## src/rtl/linalg_pkg.sv

```systemverilog
// +----------------------------------------------------------------------+
// | linalg_pkg                                                           |
// | Types, constants and helpers shared by the linear-algebra blocks.    |
// | Contents: fp32_t word type, FP32_W width, idx_w() index-width helper |
// | Revision: 1.0 - initial release                                      |
// +----------------------------------------------------------------------+
`default_nettype none

package linalg_pkg;

   typedef logic [31:0] fp32_t;

   localparam int FP32_W = 32;

   // Bits needed to index n items; never fewer than one so that
   // single-element ranges still get a legal vector.
   function automatic int idx_w(input int n);
      return (n <= 1) ? 1 : $clog2(n);
   endfunction

endpackage

`default_nettype wire

```

## src/rtl/mat_colmajor_ctr.sv

```systemverilog
// +----------------------------------------------------------------------+
// | mat_colmajor_ctr                                                     |
// | Nested (row, column) read counters walking an MxN matrix in          |
// | column-major order: row is the inner counter, column the outer.      |
// | Ports: clk, rst    - clock, synchronous active-high reset            |
// |        advance     - step to the next element                       |
// |        rd_r, rd_c  - current row / column                           |
// |        last        - current element is (M-1, N-1)                  |
// |        wrap        - advancing past the last element this cycle     |
// | Revision: 1.0 - initial release                                      |
// +----------------------------------------------------------------------+
`default_nettype none

module mat_colmajor_ctr
   import linalg_pkg::*;
#(
   parameter int M = 2,
   parameter int N = 3
) (
   input  logic                  clk,
   input  logic                  rst,
   input  logic                  advance,
   output logic [idx_w(M)-1:0]   rd_r,
   output logic [idx_w(N)-1:0]   rd_c,
   output logic                  last,
   output logic                  wrap
);

   localparam int c_rw = idx_w(M);
   localparam int c_cw = idx_w(N);

   logic [c_rw-1:0] rd_r_q, rd_r_d;
   logic [c_cw-1:0] rd_c_q, rd_c_d;
   logic            w_r_end;
   logic            w_c_end;

   assign w_r_end = (rd_r_q == c_rw'(M - 1));
   assign w_c_end = (rd_c_q == c_cw'(N - 1));

   always_comb begin
      rd_r_d = rd_r_q;
      rd_c_d = rd_c_q;
      if (advance) begin
         if (w_r_end) begin
            rd_r_d = '0;
            rd_c_d = w_c_end ? '0 : rd_c_q + 1'b1;
         end else begin
            rd_r_d = rd_r_q + 1'b1;
         end
      end
   end

   always_ff @(posedge clk) begin
      if (rst) begin
         rd_r_q <= '0;
         rd_c_q <= '0;
      end else begin
         rd_r_q <= rd_r_d;
         rd_c_q <= rd_c_d;
      end
   end

   assign rd_r = rd_r_q;
   assign rd_c = rd_c_q;
   assign last = w_r_end && w_c_end;
   assign wrap = advance && last;

endmodule

`default_nettype wire

```

## src/rtl/mat_transpose_stream.sv

```systemverilog
// +----------------------------------------------------------------------+
// | mat_transpose_stream                                                 |
// | Streaming matrix transpose. Accepts an MxN matrix row-major, one     |
// | word per beat, and emits it column-major (the NxM transpose in       |
// | row-major). Two ping-pong banks give 1 word/cycle sustained.         |
// | Ports: clk, rst                     - clock, sync active-high reset  |
// |        in_data/in_valid/in_ready    - input stream                   |
// |        out_data/out_valid/out_ready - output stream                  |
// |        out_last                     - final word of each matrix      |
// | Revision: 1.0 - initial release                                      |
// +----------------------------------------------------------------------+
`default_nettype none

module mat_transpose_stream
   import linalg_pkg::*;
#(
   parameter int M = 2,
   parameter int N = 3,
   parameter int W = FP32_W
) (
   input  logic         clk,
   input  logic         rst,
   input  logic [W-1:0] in_data,
   input  logic         in_valid,
   output logic         in_ready,
   output logic [W-1:0] out_data,
   output logic         out_valid,
   input  logic         out_ready,
   output logic         out_last
);

   localparam int c_depth = M * N;
   localparam int c_aw    = idx_w(c_depth);
   localparam int c_rw    = idx_w(M);
   localparam int c_cw    = idx_w(N);

   // Storage is never reset; the full flags alone decide what is live.
   logic [W-1:0]    mem_q [0:1][0:c_depth-1];

   logic [1:0]      full_q, full_d;
   logic            wr_bank_q, wr_bank_d;
   logic            rd_bank_q, rd_bank_d;
   logic [c_aw-1:0] wr_idx_q, wr_idx_d;

   logic [c_rw-1:0] w_rd_r;
   logic [c_cw-1:0] w_rd_c;
   logic            w_ctr_last;
   logic            w_ctr_wrap;
   logic            w_wr_fire;
   logic            w_rd_fire;
   logic            w_wr_last;
   logic [c_aw-1:0] w_rd_addr;

   assign in_ready  = !full_q[wr_bank_q];
   assign out_valid = full_q[rd_bank_q];
   assign w_wr_fire = in_valid && in_ready;
   assign w_rd_fire = out_valid && out_ready;
   assign w_wr_last = (wr_idx_q == c_aw'(c_depth - 1));

   mat_colmajor_ctr #(
      .M (M),
      .N (N)
   ) u_ctr (
      .clk     (clk),
      .rst     (rst),
      .advance (w_rd_fire),
      .rd_r    (w_rd_r),
      .rd_c    (w_rd_c),
      .last    (w_ctr_last),
      .wrap    (w_ctr_wrap)
   );

   // Element (r, c) of the input sits at row-major address r*N + c.
   assign w_rd_addr = c_aw'(w_rd_r) * c_aw'(N) + c_aw'(w_rd_c);
   assign out_data  = mem_q[rd_bank_q][w_rd_addr];
   assign out_last  = out_valid && w_ctr_last;

   // Fill and drain act on different banks (a write needs !full), so
   // setting one flag and clearing the other in one cycle never collide.
   always_comb begin
      full_d    = full_q;
      wr_bank_d = wr_bank_q;
      rd_bank_d = rd_bank_q;
      wr_idx_d  = wr_idx_q;
      if (w_wr_fire) begin
         if (w_wr_last) begin
            full_d[wr_bank_q] = 1'b1;
            wr_bank_d         = ~wr_bank_q;
            wr_idx_d          = '0;
         end else begin
            wr_idx_d = wr_idx_q + 1'b1;
         end
      end
      if (w_ctr_wrap) begin
         full_d[rd_bank_q] = 1'b0;
         rd_bank_d         = ~rd_bank_q;
      end
   end

   always_ff @(posedge clk) begin
      if (rst) begin
         full_q    <= '0;
         wr_bank_q <= 1'b0;
         rd_bank_q <= 1'b0;
         wr_idx_q  <= '0;
      end else begin
         full_q    <= full_d;
         wr_bank_q <= wr_bank_d;
         rd_bank_q <= rd_bank_d;
         wr_idx_q  <= wr_idx_d;
      end
   end

   always_ff @(posedge clk) begin
      if (w_wr_fire) begin
         mem_q[wr_bank_q][wr_idx_q] <= in_data;
      end
   end

endmodule

`default_nettype wire

```

## config.mk

```make
export PLATFORM = sky130hd
export DESIGN_NAME = mat_transpose_stream
export DESIGN_NICKNAME = d
export VERILOG_FILES = /design/src/rtl/linalg_pkg.sv /design/src/rtl/mat_colmajor_ctr.sv /design/src/rtl/mat_transpose_stream.sv
export SDC_FILE = /design/constraint.sdc
export NUM_CORES = 1
export LEC_CHECK = 0
export CAP_MARGIN = 20
export CORE_MARGIN = 2
export CORE_UTILIZATION = 60
export DETAILED_ROUTE_END_ITERATION = 7
export HOLD_SLACK_MARGIN = 0.12
export PLACE_DENSITY = 0.81
export SLEW_MARGIN = 15
export SYNTH_ARGS = -nofsm -noshare
export SYNTH_HDL_FRONTEND = slang
export SYNTH_HIERARCHICAL = 1
export SYNTH_SLANG_ARGS = --single-unit
```

## constraint.sdc

```tcl
create_clock -name clk -period 7 [get_ports clk]
set_clock_uncertainty 0.05 [all_clocks]
set_input_delay 1.4 -clock clk [delete_from_list [all_inputs] [get_ports clk]]
set_output_delay 1.4 -clock clk [all_outputs]
set_load 0.01 [all_outputs]
```

# == Word-level counts from Yosys, hierarchy flattened ==
# Memory sizes are Yosys's and may differ from the RTL's. A register that Yosys moved wholly into a read port is not among the register bits.
# Index checks and enable logic that the tools add are counted.
# op_classes
bitwise,7
mul,1
n_reduce_logical,11
n_lt_le_gt_ge,7
n_addsub,4
muxes,23
eq_ne,2
# op_table
cell,n
2-to-1 mux 192 bit,1
binary-select mux 32 bit (select 3 bit),1
demux 32 bit (select 3 bit),1
2-to-1 mux 32 bit,3
2-to-1 mux 1 bit,10
"greater-or-equal comparator 4 bit, second input constant",2
logical AND 1 bit,8
2-to-1 mux 2 bit,4
NOT 3 -> 4 bit,2
"less-than comparator 1 x 2 -> 1 bit, second input constant",2
"less-than comparator 4 x 1 -> 1 bit, second input constant",1
AND reduction 2 bit,2
"adder 3 x 1 -> 3 bit, second input constant",1
adder 3 x 2 -> 3 bit,1
"== test 3 bit, second input constant",1
"multiplier 1 x 2 -> 3 bit, second input constant",1
2-to-1 mux 3 bit,1
"adder 2 x 1 -> 2 bit, second input constant",1
bitwise AND 2 bit,1
demux 1 bit (select 1 bit),2
"== test 2 bit, second input constant",1
"greater-or-equal comparator 1 bit, second input constant",2
NOT 1 bit,2
NOT 2 bit,1
other kinds (3),3
# word_totals
output_inout_bits,35
mem_count,1
word_cells,62
regBits,10
ramBits,384
input_bits,36
# mem_list
memory,words,width,rd,rd_ports_with_merged_regs,wr,line,rtl
mem_q,2,192,1,1,1,mat_transpose_stream.sv:38,logic [W-1:0] mem_q [0:1][0:c_depth-1];

# == Depth between registers and ports, before layout ==
# depth
word_depth,9
depth_mapped,8
ltp_nobuf,5

# == Cells and area by module ==
# Netlist, hierarchy kept.
# by_module_without_submodules
module,area_per_inst_um2,cells_each,seq_area_each_um2,n_inst
mat_transpose_stream,15110.7,740,11691.2,1
mat_colmajor_ctr,142.6,13,60.1,1

# == Worst setup path after synthesis ==
# Ideal clock, no wire load.
# synth_timing
path_type,in2reg
from,input port in_valid
to,"memory mem_q[0][100] (netlist bit), enable pin"
setup_slack_ns,1.595
stages,3
required_ns,6.449
t_arrival_ns,4.854
setup_time_ns,0.501
n_path_buf,0
path_cell_list,inv_1 > or3_1 > nor4_1
# synth_between
elab_chain_len,3
# synth_lines
item,line,rtl
from (decl),mat_transpose_stream.sv:24,"input logic in_valid,"
logical AND 1 bit,mat_transpose_stream.sv:56,assign w_wr_fire = in_valid && in_ready;
2-to-1 mux 1 bit,mat_transpose_stream.sv:115,if (w_wr_fire) begin
2-to-1 mux 192 bit (implied by the code),mat_transpose_stream.sv:116,mem_q[wr_bank_q][wr_idx_q] <= in_data;
to (decl),mat_transpose_stream.sv:38,
# Every way passes these cells.

# == Final worst setup path ==
# layout_timing
from,"register u_ctr.rd_r_q, in the netlist u_ctr/rd_r"
to,output port out_data[17]
# layout_between
elab_chain_len,6
# layout_lines
item,line,rtl
from (decl),mat_colmajor_ctr.sv:32,"logic [c_rw-1:0] rd_r_q, rd_r_d;"
from (signal assigned),mat_colmajor_ctr.sv:58,rd_r_q <= rd_r_d;
multiplier 1 x 2 -> 3 bit,mat_transpose_stream.sv:74,assign w_rd_addr = c_aw'(w_rd_r) * c_aw'(N) + c_aw'(w_rd_c);
adder 3 x 2 -> 3 bit,mat_transpose_stream.sv:74,
NOT 3 -> 4 bit (implied by the code),mat_transpose_stream.sv:75,assign out_data = mem_q[rd_bank_q][w_rd_addr];
binary-select mux 32 bit (select 3 bit),mat_transpose_stream.sv:75,
2-to-1 mux 32 bit (implied by the code) (2 in series),mat_transpose_stream.sv:75,
to (decl),mat_transpose_stream.sv:26,"output logic [W-1:0] out_data,"
# Every way passes these cells. The select of a mux whose other input is x is not followed.

==> impl_metrics.env <==
export IMPL_status="finished clean"
export IMPL_p_per_area_nw_per_um2=267
export IMPL_ff2ff_path_depth=4
export IMPL_end_kind="output port"
export IMPL_report_final_slew_viol_count=0
export IMPL_vdd_ir_drop_max_mv=0.238
export IMPL_cts_buffers_inserted=39
export IMPL_p_int_mw=3.79
export IMPL_min_period_ps=5720
export IMPL_num_io_pins=71
export IMPL_yosys_warnings=6
export IMPL_yosys_area_top_type="edfxtp_1"
export IMPL_row_count=58
export IMPL_netlist_instances=753
export IMPL_crit_path_start_kind="register"
export IMPL_crit_type="register to output port"
export IMPL_ys_flop_type="edfxtp_1"
export IMPL_syn2layout_area_growth_pct=15.4
export IMPL_synth_top_cell_area_share=0.756
export IMPL_grt_max_degree=65
export IMPL_clkPwrFrac=0.406
export IMPL_via_per_inst=6.36
export IMPL_drc=0
export IMPL_drtIter0Drc=816
export IMPL_hold_path_class="register to register"
export IMPL_detail_route_antenna_nets=0
export IMPL_cts_setup_buffers=0
export IMPL_power_leakage_nw=5.44
export IMPL_crit_arrival_ps=4270
export IMPL_hold_path_depth=1
export IMPL_wl_per_cell_um=26.2
export IMPL_fill_cells=1455
export IMPL_power_mw=4.71
export IMPL_synth_cell_types=44
export IMPL_insertion_delay_ps=520
export IMPL_crit_required_ps=5550
export IMPL_routed_wl_mm=31.4
export IMPL_worstPathMaxFanout=35
export IMPL_rsz0062_at_grt="false"
export IMPL_htreeDepth=2
export IMPL_syn_area_um2=15300
export IMPL_hold_viol=0
export IMPL_grt_pass1_vias=8008
export IMPL_antenna_cells=0
export IMPL_yosysSeqAreaShare=0.770
export IMPL_synth_most_common_cell="edfxtp_1"
export IMPL_root_buffer="clkbuf_16"
export IMPL_place_ws_ps=1860
export IMPL_place_hpwl_mm=16.7
export IMPL_cts_resized=0
export IMPL_synthArstFlopShare=0
export IMPL_avgSynthCellArea_um2=20.3
export IMPL_gp_congestion=0.720
export IMPL_dieArea_um2=26700
export IMPL_ys_top_cells_by_count="384 x edfxtp_1, 64 x mux2_2, 64 x mux4_2"
export IMPL_power_frac_comb=0.034
export IMPL_layout_worst_path_cycle_share=0.817
export IMPL_dr_pass1_iters=5
export IMPL_cts_tree="done"
export IMPL_vias=7624
export IMPL_swShare=0.194
export IMPL_nets=882
export IMPL_fin_ws_ps=1280
export IMPL_port_buffers=70
export IMPL_cts_sinks=395
export IMPL_synth_fp_nets=791
export IMPL_synth_edf_count=384
export IMPL_grtUsageTotal=0.242
export IMPL_antenna_found_initial=0
export IMPL_start_util=0.609
export IMPL_core_area_um2=25000
export IMPL_path_clk_slew_ps=60
export IMPL_max_freq_ghz=0.175
export IMPL_cts_max_path_buffers=3
export IMPL_fin_setup_tns_ps=0
export IMPL_tightest_slew_ps=1110
export IMPL_overflow=0
export IMPL_synth_seq_cells=395
export IMPL_drive_gt1_frac=0.251
export IMPL_p_sw_uw=911
export IMPL_share_seq_of_total_power=0.560
export IMPL_slew_limit_headroom=0.257
export IMPL_setup_viol=0
export IMPL_die_h_um=163
export IMPL_max_cap_violations=0
export IMPL_grt_pass1_wl_mm=47.1
export IMPL_yosys_top_cells_area="edfxtp_1 76%, mux4_2 9.4%, mux2_2 4.7%, o31ai_1 1.6%, dfxtp_1 1.4%"
export IMPL_cts_hold_buf=0
export IMPL_die_w_um=163
[critical path, stage by stage (launching register included)]
cell and delay [ps]:
dfxtp_1 520, ha_2 250, fa_1 400, buf_4 290, nand2_1 810, buf_4 360
o22ai_1 120, o31ai_1 370, clkdlybuf4s50_1 620
[stage by stage]
stage	hold WS [ps]	cell area, µm²	utilization	instances
global route	536	17600	0.703	1198
finish	494	17600	0.703	1198
detailed placement	476	16400	0.655	1131
floorplan	443	15300	-	753
global placement	463	16400	0.654	1130
CTS	490	17600	0.701	1196
[state kept, by name (all words and copies together) (netlist names), named ones only]
signal      count
mem_q         384
full_q          2
wr_bank_q       1
u_ctr/rd_r      1
u_ctr/rd_c      2
wr_idx_q        3
rd_bank_q       1
[per-layer routing]
layer,up-vias,track usage,part of all wire
met5,-,0,0
li1,3265,-,-
met4,0,0.0837,0.030
met3,72,0.0338,0.075
met1,3921,0.319,0.38
met2,366,0.420,0.52
[final timing paths]
check / end / slack, ps / from
min: full_q[1]$_SDFF_PP0_ / 490 / rd_bank_q$_SDFFE_PP0P_
max reg2reg: mem_q[0][43]$_DFFE_PP_ / 3890 / wr_bank_q$_SDFFE_PP0P_
max: out_data[17] / 1280 / u_ctr/rd_r$_SDFFE_PP0P_
min reg2reg: full_q[1]$_SDFF_PP0_ / 490 / rd_bank_q$_SDFFE_PP0P_
[cell usage in the layout (no fill, tap or decap), drive strengths merged, types with 2 or more instances in the layout]
cell type and n:
or3 2, and3b 2, o22ai 32, nor3 6
xnor2 2, nor2b 3, inv 7, buf 21
edfxtp 384, o31ai 33, clkinv 16, nand2 34
mux2 65, a21oi 4, nor4 3, clkbuf 48
clkdlybuf4s50 70, a31oi 2, a21bo 2, nor2 38
dfxtp 11, mux4 64
[power groups by stage]
stage          clock (mW)  sequential (mW)  combinational (mW)
6_report             1.91             2.64               0.158
5_1_grt              2.03             2.64               0.169
4_1_cts              1.93             2.64               0.158
3_5_place_dp            0             2.69               0.156
3_3_place_gp            0             2.68               0.150
2_1_floorplan           0             2.68              0.0589
[logic make-up after synthesis]
kind of cell	synth area share
AO/OA/AOI/OAI	0.0360
AND/OR/NAND/NOR	0.0304
adder cells (fa/ha/maj)	0.00213
XOR/XNOR	0.00115
multiplexers	0.143
flip-flops	0.770
buffers and inverters	0.0165
[area by class of cell]
type / count / area (µm²) / share of cell area
sequential: 395 / 11800 / 0.668
multi-input combinational: 310 / 3330 / 0.189
clock buffer: 48 / 1050 / 0.0598
timing repair buffer: 91 / 923 / 0.0524
tap: 330 / 413 / 0.0235
clock inverter: 17 / 104 / 0.00590
inverter: 7 / 26.3 / 0.00149
(Power assumes the default switching activity.)
